===== src/rtl/adder_32_bit_seq_ctrl.sv =====
// Byte-serial wide add/subtract sequencer.
// Reuses one 8-bit adder over N_BYTES cycles.
//
// Ports:
//   clk, rst     : clock, sync active-high reset
//   start        : request, sampled in IDLE only
//   op_sub       : 0 = a+b+cin, 1 = a-b
//   a, b, cin    : operands, latched on accept
//   busy         : high in RUN and DONE
//   done         : one-cycle completion pulse
//   sum, cout    : registered result and carry
//   overflow     : signed overflow of result

module full_adder_8_bit (
    input  logic [7:0] a,
    input  logic [7:0] b,
    input  logic       cin,
    output logic       cout,
    output logic [7:0] sum
);
    assign {cout, sum} = {1'b0, a}
                       + {1'b0, b}
                       + {8'b0, cin};
endmodule

module adder_32_bit_seq_ctrl #(
    parameter int N_BYTES = 4
) (
    input  logic               clk,
    input  logic               rst,
    input  logic               start,
    input  logic               op_sub,
    input  logic [8*N_BYTES-1:0] a,
    input  logic [8*N_BYTES-1:0] b,
    input  logic               cin,
    output logic               busy,
    output logic               done,
    output logic [8*N_BYTES-1:0] sum,
    output logic               cout,
    output logic               overflow
);
    localparam int W  = 8 * N_BYTES;
    localparam int IW = $clog2(N_BYTES);

    localparam logic [1:0] IDLE = 2'd0;
    localparam logic [1:0] RUN  = 2'd1;
    localparam logic [1:0] DONE = 2'd2;

    localparam logic [IW-1:0] LAST =
        IW'(N_BYTES - 1);

    logic [1:0]    state;
    logic [IW-1:0] idx;
    logic          carry_r;
    logic [W-1:0]  a_r;
    logic [W-1:0]  b_r;
    logic [W-1:0]  acc;

    logic [IW+2:0] bit0;
    logic [7:0]    fa_a;
    logic [7:0]    fa_b;
    logic [7:0]    fa_sum;
    logic          fa_cout;

    // Bit offset of the current byte slice.
    assign bit0 = {idx, 3'b000};
    assign fa_a = a_r[bit0 +: 8];
    assign fa_b = b_r[bit0 +: 8];

    full_adder_8_bit u_fa (
        .a    (fa_a),
        .b    (fa_b),
        .cin  (carry_r),
        .cout (fa_cout),
        .sum  (fa_sum)
    );

    assign busy = (state != IDLE);
    assign done = (state == DONE);

    always_ff @(posedge clk) begin
        if (rst) begin
            state    <= IDLE;
            idx      <= '0;
            carry_r  <= 1'b0;
            a_r      <= '0;
            b_r      <= '0;
            acc      <= '0;
            sum      <= '0;
            cout     <= 1'b0;
            overflow <= 1'b0;
        end else begin
            case (state)
                IDLE: begin
                    if (start) begin
                        a_r     <= a;
                        b_r     <= op_sub ? ~b : b;
                        carry_r <= op_sub | cin;
                        idx     <= '0;
                        state   <= RUN;
                    end
                end
                RUN: begin
                    acc[bit0 +: 8] <= fa_sum;
                    carry_r        <= fa_cout;
                    idx            <= idx + 1'b1;
                    if (idx == LAST) begin
                        // Top byte comes straight from
                        // the adder this cycle.
                        sum      <= {fa_sum, acc[W-9:0]};
                        cout     <= fa_cout;
                        overflow <=
                            (a_r[W-1] == b_r[W-1]) &&
                            (fa_sum[7] != a_r[W-1]);
                        idx      <= '0;
                        state    <= DONE;
                    end
                end
                DONE: state <= IDLE;
                default: state <= IDLE;
            endcase
        end
    end
endmodule

===== config.mk =====
export PLATFORM = sky130hd
export DESIGN_NAME = adder_32_bit_seq_ctrl
export DESIGN_NICKNAME = d
export VERILOG_FILES = /design/src/rtl/adder_32_bit_seq_ctrl.sv
export SDC_FILE = /design/constraint.sdc
export NUM_CORES = 1
export LEC_CHECK = 0
export BUFFER_PORTS_ARGS = -buffer_cell sky130_fd_sc_hd__buf_4
export CORE_ASPECT_RATIO = 1.75
export CORE_MARGIN = 10
export CORE_UTILIZATION = 45
export CTS_CLUSTER_SIZE = 14
export DETAILED_ROUTE_END_ITERATION = 16
export PLACE_DENSITY = 0.79
export SYNTH_ARGS = -nofsm -noshare
export SYNTH_HDL_FRONTEND = slang
export SYNTH_SLANG_ARGS = --single-unit

===== constraint.sdc =====
create_clock -name clk -period 2.8 [get_ports clk]
set_input_delay 0.7 -clock clk [delete_from_list [all_inputs] [get_ports clk]]
set_output_delay 0.7 -clock clk [all_outputs]
set_load 0.01 [all_outputs]

==> results.toml <==
[global_routing]
grt_pass1_vias = 4698
grt_max_degree = 98
grt_util_all_layers_pct = 16.60
antenna_found_initial = 0
overflow = 0
grt_pass1_wl_mm = 23.30

[yosys]
synth_cells = 612
yosys_register_bits = 127
yosys.area.top_type_share_pct = 46.13
synthFlopType = "dfxtp_1"
async_reset_ff_share_pct = 0
syn_area_um2 = 5512
ys_warn_count = 0
yosys.cell_types.count = 44
syn_area_per_cell_um2 = 9.006
synth_fp_nets = 695
seq_area_frac_synth_pct = 46.13
synth_edf_count = 0
synthTopCellsByArea = "dfxtp_1 46%, nand2_1 8.9%, mux4_2 6.5%, a21oi_1 6.0%, xnor2_1 5.4%"
yosys.area.top_type = "dfxtp_1"

[timing]
layout_setup_ws_ns = 0.1085
setup_tns_ns = 0
fin_worst_skew_ns = 0.009328
setup_viol = 0
slew_headroom_pct = 62.34
max_freq_mhz = 371.5
slew_viol_final = 0
fin_crit_sh_pct = 96.12
hold_violations = 0
tightest_slew_ns = 0.5626
rsz0062_at_grt = "false"
post-route-min-period_ns = 2.691

[placed_design]
gp_congestion = 0.8931
dp_slack_ns = 0.04440
placed_cell_area_um2 = 6446
dpl.hpwl_mm = 10.98
portBuffers = 104

[final_layout]
final_cell_area_um2 = 7058
fill_cells = 1043
area_delta_synth_final_pct = 28.06
utilization_pct = 58.80
diodes = 0
final_layout_size_suffix_gt1_share_pct = 24.76
finalNetCount = 790

[critical_path]
required_ns = 3.14
startpoint = "idx[1]$_SDFFE_PP0P_"
arrival_ns = 3.04
path_max_fanout = 4
worstSetupStartpointType = "flop"
cp-end-kind = "flop"
worst_r2r_startpoint = "idx[1]$_SDFFE_PP0P_"
critPathKind = "flop to flop"

[clock_tree]
cts_root_buf = "clkbuf_16"
cts_max_level = 4
cts_buffers = 17
cts_hold_buf = 0
clock_latency_ns = 0.41
clk_pin_slew_ns = 0.05
clock_path_buffers = 2
cts_tree = "yes"
cts_num_sinks = 127

[pwr]
p_leak_uw = 0.002780
p_total_uw = 4630
power_density_nw_per_um2 = 656.0
peakVddDrop_mv = 0.7268

[run_status]
status = "complete, no violations"

[floorplan]
rows = 53
ios = 105
coreArea_um2 = 12000
die_h_um = 166.4
die_x_um = 103.7
fp.dieArea_um2 = 17250
start_util_pct = 45.92

[route]
first_iter_violations = 226
routed_via_density = 5.188
drt_wl_total_mm = 14.56
vias = 4586
ant_nets = 0
wl_per_cell_um = 16.47
drtPass1Iterations = 4
drc = 0

[flow_run]
max-cap-violations = 0

[worst_hold_path]
hold_class = "flop to flop"
worst_hold_startpoint = "sum[5]$_SDFFE_PP0P_"
==> report_power, final <==
group | internal, uW | switching (uW) | total, uW
sequential | 1890 | 48.1 | 1930
combinational | 271 | 319 | 590
clock | 1370 | 740 | 2110
total | 3520 | 1110 | 4630
==> what timing repair did <==
item,in CTS,in global routing
setup buffers,0,2
hold endpoints to repair,0,0
setup endpoints to repair,0,8
gates resized for setup,0,8
==> worst paths after layout <==
kind / endpoint / slack (ns) / cells after the start
setup / recovery: acc[6]$_SDFFE_PP0P_ / 0.11 / 9
hold / removal: sum[5]$_SDFFE_PP0P_ / 0.45 / 2
setup reg to reg: acc[6]$_SDFFE_PP0P_ / 0.11 / 9
hold reg to reg: sum[5]$_SDFFE_PP0P_ / 0.45 / 2
==> cells in the final DEF, fill, tap and decap left out, drive strengths merged, types with 3 or more instances in the layout <==
cell / instances
a211oi: 34
nor2: 67
nor3: 3
a21oi: 66
ha: 12
xnor2: 34
nor2b: 3
mux4: 16
dfxtp: 127
nand2: 134
a22oi: 24
a32oi: 3
buf: 120
nor4b: 3
a21o: 3
clkinv: 5
inv: 10
clkbuf: 24
o21ai: 5
==> Yosys cell counts, drive strengths merged (2+ instances only) <==
cell type	number
a211oi	34
a21o	3
a21oi	66
a22oi	24
a32oi	3
and2	2
buf	19
clkbuf	25
dfxtp	127
fa	2
ha	12
inv	10
mux4	16
nand2	134
nand3	2
nor2	67
nor2b	3
nor3	3
nor4b	3
o21a	2
o21ai	5
o311ai	2
xnor2	34
==> worst max-delay path, stage by stage (launching register included) <==
cell      delay [ns]
dfxtp_1         0.37
mux4_2          0.52
fa_1            0.46
inv_1           0.09
fa_1            0.19
nor2b_1         0.09
o31a_1          0.33
o311ai_4        0.34
a22oi_1         0.12
nor2_1          0.11
==> cell type report <==
type                            instances  area, um2  share of cell area, %
Clock buffer                           24      481.7                  6.825
Clock inverter                          7      85.08                  1.205
Inverter                               10      37.54                 0.5318
Multi-Input combinational cell        431       2774                  39.30
Sequential cell                       127       2544                  36.04
Tap cell                              165      206.4                  2.925
Timing Repair Buffer                  120      929.6                  13.17
==> kinds of logic after synthesis <==
logic type	Yosys count	synth area share, %
muxes	17	6.720
buffers and inverters	54	4.154
DFF	127	46.13
and+or+nand+nor	219	16.94
AOI/OAI and AO/OA	146	17.05
adders and majority gates	14	3.451
xor gates and xnor gates	35	5.562
==> per-layer routing <==
metal / track usage, % / up-vias / wire, um
li1: - / 2300 / -
met1: 16.22 / 2139 / 5301
met2: 31.78 / 119 / 8257
met3: 3.691 / 28 / 528
met4: 7.842 / 0 / 476
met5: 0 / - / 0
==> registers in the layout (all words and copies together) (netlist names) <==
register / flops
idx: 2
a_r: 32
sum: 32
state: 2
overflow: 1
b_r: 32
carry_r: 1
acc: 24
cout: 1
==> stage by stage <==
stage               hold slack, ns  std cells
floorplan                   0.4315        612
global placement            0.4420        851
detailed placement          0.4491        851
CTS                         0.4564        882
global route                0.4725        884
finish                      0.4530        884
No activity file was read; power rests on OpenSTA's default activity.
